`src/rtl/e20_state_dumper.sv`:
```
// Post-halt state unloader for the E20 core: on a rising halt, streams the PC, the eight
// registers and the first DUMP_WORDS memory words as tagged items over valid/ready.
module e20_state_dumper #(
    parameter int unsigned ADDR_W     = 13,
    parameter int unsigned DUMP_WORDS = 128
) (
    input  logic              clock_i,
    input  logic              reset_i,
    input  logic              halt_i,
    input  logic [15:0]       pc_i,
    output logic [2:0]        reg_rd_addr_o,
    input  logic [15:0]       reg_rd_data_i,
    output logic              mem_rd_en_o,
    output logic [ADDR_W-1:0] mem_rd_addr_o,
    input  logic [15:0]       mem_rd_data_i,
    output logic              out_valid_o,
    input  logic              out_ready_i,
    output logic [1:0]        out_kind_o,
    output logic [15:0]       out_addr_o,
    output logic [15:0]       out_data_o,
    output logic              out_last_o,
    output logic              busy_o,
    output logic              done_o
);

    localparam logic [1:0] KindPc  = 2'd0;
    localparam logic [1:0] KindReg = 2'd1;
    localparam logic [1:0] KindMem = 2'd2;
    localparam logic [ADDR_W-1:0] LastAddr = ADDR_W'(DUMP_WORDS - 1);

    typedef enum logic [1:0] {StIdle, StSend, StWait, StDone} state_e;

    state_e              state_q, state_d;
    logic                halt_q;
    logic [1:0]          out_kind_q, out_kind_d;
    logic [15:0]         out_addr_q, out_addr_d;
    logic [15:0]         out_data_q, out_data_d;
    logic                out_last_q, out_last_d;
    logic [2:0]          reg_rd_addr_q, reg_rd_addr_d;
    logic [ADDR_W-1:0]   mem_rd_addr_q, mem_rd_addr_d;

    always_ff @(posedge clock_i) begin
        if (reset_i) begin
            state_q       <= StIdle;
            halt_q        <= 1'b0;
            out_kind_q    <= '0;
            out_addr_q    <= '0;
            out_data_q    <= '0;
            out_last_q    <= 1'b0;
            reg_rd_addr_q <= '0;
            mem_rd_addr_q <= '0;
        end else begin
            state_q       <= state_d;
            halt_q        <= halt_i;
            out_kind_q    <= out_kind_d;
            out_addr_q    <= out_addr_d;
            out_data_q    <= out_data_d;
            out_last_q    <= out_last_d;
            reg_rd_addr_q <= reg_rd_addr_d;
            mem_rd_addr_q <= mem_rd_addr_d;
        end
    end

    always_comb begin
        state_d       = state_q;
        out_kind_d    = out_kind_q;
        out_addr_d    = out_addr_q;
        out_data_d    = out_data_q;
        out_last_d    = out_last_q;
        reg_rd_addr_d = reg_rd_addr_q;
        mem_rd_addr_d = mem_rd_addr_q;
        mem_rd_en_o   = 1'b0;

        unique case (state_q)
            StIdle: begin
                if (halt_i && !halt_q) begin
                    out_data_d    = pc_i;
                    out_kind_d    = KindPc;
                    out_addr_d    = '0;
                    out_last_d    = 1'b0;
                    reg_rd_addr_d = '0;
                    mem_rd_addr_d = '0;
                    state_d       = StSend;
                end
            end
            StSend: begin
                if (out_ready_i) begin
                    if (out_kind_q == KindPc || (out_kind_q == KindReg && out_addr_q != 16'd7)) begin
                        out_data_d    = reg_rd_data_i;
                        out_kind_d    = KindReg;
                        out_addr_d    = 16'(reg_rd_addr_q);
                        reg_rd_addr_d = reg_rd_addr_q + 3'd1;
                    end else if (out_kind_q == KindReg) begin
                        // mem_rd_addr_q is still 0 from the trigger, so this reads word 0
                        mem_rd_en_o = 1'b1;
                        state_d     = StWait;
                    end else if (mem_rd_addr_q == LastAddr) begin
                        state_d = StDone;
                    end else begin
                        mem_rd_en_o   = 1'b1;
                        mem_rd_addr_d = mem_rd_addr_q + ADDR_W'(1);
                        state_d       = StWait;
                    end
                end
            end
            StWait: begin
                out_data_d = mem_rd_data_i;
                out_kind_d = KindMem;
                out_addr_d = 16'(mem_rd_addr_q);
                out_last_d = (mem_rd_addr_q == LastAddr);
                state_d    = StSend;
            end
            StDone: begin
                if (halt_q && !halt_i) begin
                    state_d = StIdle;
                end
            end
            default: state_d = StIdle;
        endcase
    end

    assign reg_rd_addr_o = reg_rd_addr_q;
    assign mem_rd_addr_o = mem_rd_addr_q;
    assign out_valid_o   = (state_q == StSend);
    assign out_kind_o    = out_kind_q;
    assign out_addr_o    = out_addr_q;
    assign out_data_o    = out_data_q;
    assign out_last_o    = out_last_q;
    assign busy_o        = (state_q == StSend) || (state_q == StWait);
    assign done_o        = (state_q == StDone);

endmodule
```
`config.mk`:
```
export PLATFORM = sky130hd
export DESIGN_NAME = e20_state_dumper
export DESIGN_NICKNAME = d
export VERILOG_FILES = /design/src/rtl/e20_state_dumper.sv
export SDC_FILE = /design/constraint.sdc
export NUM_CORES = 1
export LEC_CHECK = 0
export CORE_MARGIN = 2
export CORE_UTILIZATION = 41
export CTS_CLUSTER_DIAMETER = 200
export DETAILED_ROUTE_END_ITERATION = 8
export GPL_TIMING_DRIVEN = 0
export PLACE_DENSITY = 0.77
export SKIP_LAST_GASP = 1
export SLEW_MARGIN = 20
export SYNTH_ARGS = -nofsm -noshare
export SYNTH_HDL_FRONTEND = slang
export SYNTH_SLANG_ARGS = --single-unit
```
`constraint.sdc`:
```
create_clock -name clock_i -period 1.6 [get_ports clock_i]
set_input_delay 0.32 -clock clock_i [delete_from_list [all_inputs] [get_ports clock_i]]
set_output_delay 0.32 -clock clock_i [all_outputs]
set_load 0.1 [all_outputs]
```
==> flow_summary.ini <==
[yosys]
ys_ff_latch = 51
synth_top_area_share = 0.340
synth.distinct_cells = 50
synth_top_flop_cell = dfxtp_1
ys_seq_area_frac = 0.340
synthAdderAreaFrac = 0.0292
synth_area_mm2 = 0.00300
synth_mux_area_frac = 0.00333
ys_top_cells_by_area = dfxtp_1 (34%), o21ai_0 (6.2%), nand2b_1 (5.8%)
synth_top_family_by_area = simple AND/OR/NAND/NOR gates
avgSynthCellArea_um2 = 8.03
synthXorXnorAreaFrac = 0
synth_compound_area_frac = 0.282
synth_edf_count = 0
ys.warnings.count = 0
synth_simple_gate_area_frac = 0.286
async_flop_share = 0
synth_top_area_cell = dfxtp_1
syn_inst = 374

[grt]
overflow = 0
grt_pass1_vias = 3335
grtUsageTotal = 0.268
grt_max_degree = 16
antenna_found_initial = 0
grt_pass1_wl_um = 16700

[sta]
skew_ns = 0.00538
hold_violations = 0
maxSlewViolCount = 0
setup_tns_ns = -17.43
tightest_slew_ns = 0.573
layout_setup_ws_ns = -0.504
slew_headroom = 0.620
fmax_mhz = 475
setup_viol = 50
rsz0062_at_grt = true
period_minus_slack_ns = 2.10
holdWs_ns = 0.477
fin_crit_sh = 1.32

[cells_and_area]
finish.utilization = 0.699
synthToLayoutAreaGrowth_pct = 67.0
n_antenna_cell = 0
layout.nets = 567
drive_above_1_share = 0.411
fin_area_mm2 = 0.00502

[route]
dr_wl_met3_um = 809
drc = 0
wl_um = 11000
wl_met2_um = 5420
avgRoutedWirePerCell_um = 18.0
wl_met1_um = 4430
dr.max_layer_used = met4
avgViaCountPerCell = 5.88
first_iter_violations = 169
antenna_left = 0
dr.pass1.iters = 4
vias = 3575

[setup_path]
reg2reg_depth = 9
path_cells = nor4b_4 -> a41oi_4 -> nor2_4 -> nand2_2 -> a21oi_4 -> buf_12
required_ns = 1.28
path_max_fanout = 3
cpMaxStageDelayCell = dfxtp_4
crit_arrival_ns = 1.78
cpLargestDelayFamily = simple AND/OR/NAND/NOR gates
path_buf_inv = 1
startpoint_type = flip-flop
path_class = reg -> out
crit_cells = 6
slowest_delay_ns = 0.37
critPathCaptureType = output pin

[cts]
numCtsBuffers = 5
cts_tree = built
clk_latency_ns = 0.31
clk_path_buf_depth = 2
htree_levels = 2
cts.clk_slew.worst_paths_ns = 0.09
ctsHoldBuffers = 0
cts.sinks = 51
cts-root-buf = clkbuf_8

[floorplan]
die_area_mm2 = 0.00803
coreArea_mm2 = 0.00718
row_count = 31
start_util = 0.419
dieHeight_um = 89.6
pin_count = 107
die_width_um = 89.6

[status]
violations = setup timing
status = complete, but fails checks

[job]
max-cap-violations = 0

[placed_design]
gp_congestion = 0.874
dpl-instance-area_mm2 = 0.00444
place_ws_ns = -1.38
dp_hpwl_um = 7190
portBuffers = 103

[min_path]
min_path_cells = 2
hold_class = reg -> reg

[power_and_ir_drop]
ir_worst_vdd_v = 0.000533
leakagePower_uw = 0.00184
power.density_mw_per_mm2 = 867
-- final timing paths --
kind / slack, ns / end / from
max: -0.50 / mem_rd_en_o / out_addr_o[4]
min: 0.48 / out_data_o[7] / out_data_o[7]
max reg2reg: -0.47 / out_addr_o[1] / out_addr_o[4]
min reg2reg: 0.48 / out_data_o[7] / out_data_o[7]
-- routing by layer --
| layer | GRT usage | up-vias |
|---|---|---|
| met3 | 0.0430 | 27 |
| met1 | 0.355 | 1709 |
| met4 | 0.114 | 0 |
| li1 | - | 1656 |
| met2 | 0.432 | 183 |
| met5 | 0 | - |
-- timing repair --
| item | CTS | global route |
|---|---|---|
| pin swaps | 32 | 10 |
| setup endpoints to repair | 103 | 70 |
| gates cloned | 5 | 0 |
| setup buffers | 17 | 3 |
| resized for setup | 252 | 58 |
-- sequential cells by signal, indices dropped and copies added (netlist names) --
name and count:
state_q 2, out_data_o 16, mem_rd_addr_o 13, out_addr_o 13, reg_rd_addr_o 3, halt_q 1
out_kind_o 2, out_last_o 1
-- power by group --
part	internal, uW	switching [uW]
registers	1320	57.9
logic	742	1430
clock network	350	444
-- layout by cell type, fill, tap and decap left out, drive strengths merged, types with 2 or more instances in the layout --
cell           instances
conb                   3
ha                     7
a21o                   7
clkdlybuf4s18          6
a22o                   3
inv                    6
nand2                 12
clkdlybuf4s15         26
dfxtp                 51
nor2                  28
and4                   3
nand2b                28
clkbuf                30
dlymetal6s2s           2
a21oi                 10
nand4b                 2
o21ai                 49
and3                   2
o31ai                 10
nand4                 18
nor3                   5
buf                   53
a211oi                16
and2                   3
a22oi                 16
nand3                 29
nor2b                 13
nor4                   2
clkdlybuf4s50         49
a31oi                  3
-- worst register-to-register path: cells and delay by family (launching register included) --
family,cells,cell delay [ns]
compound gates,3,0.58
buf+inv,4,0.56
flops,1,0.37
simple gates,2,0.45
-- cells by family (layout without fill, tap and decap cells) --
family / after synthesis / in the layout
buffers and inverters: 40 / 173
DFF: 51 / 51
muxes: 1 / 1
other: 1 / 3
adders and majority gates: 7 / 7
AOI/OAI and AO/OA: 125 / 125
and+or+nand+nor: 149 / 149
-- area by class of cell --
| class | instances | area [um2] |
|---|---|---|
| clock inverter | 1 | 5.00 |
| multi-input combinational | 285 | 2150 |
| tap | 99 | 124 |
| fill | 565 | 2160 |
| buffer | 33 | 280 |
| clock buffer | 7 | 86.3 |
| timing repair buffer | 126 | 1240 |
| inverter | 6 | 22.5 |
| sequential | 51 | 1110 |
-- stage by stage --
stage	std cells	total power, uW
2_1_floorplan	376	2800
3_3_place_gp	578	3250
3_5_place_dp	578	3270
4_1_cts	607	4230
5_1_grt	608	4520
6_report	608	4350
-- synthesized netlist by cell type (11+ instances only) --
cell	n
dfxtp_1	51
o21ai_0	37
nand3_1	29
nand2b_1	28
nor2_1	27
clkbuf_1	26
nand4_1	18
a211oi_1	16
a22oi_1	16
nor2b_1	13
nand2_1	12
o21ai_1	11
No activity file was read; power rests on OpenSTA's default activity.
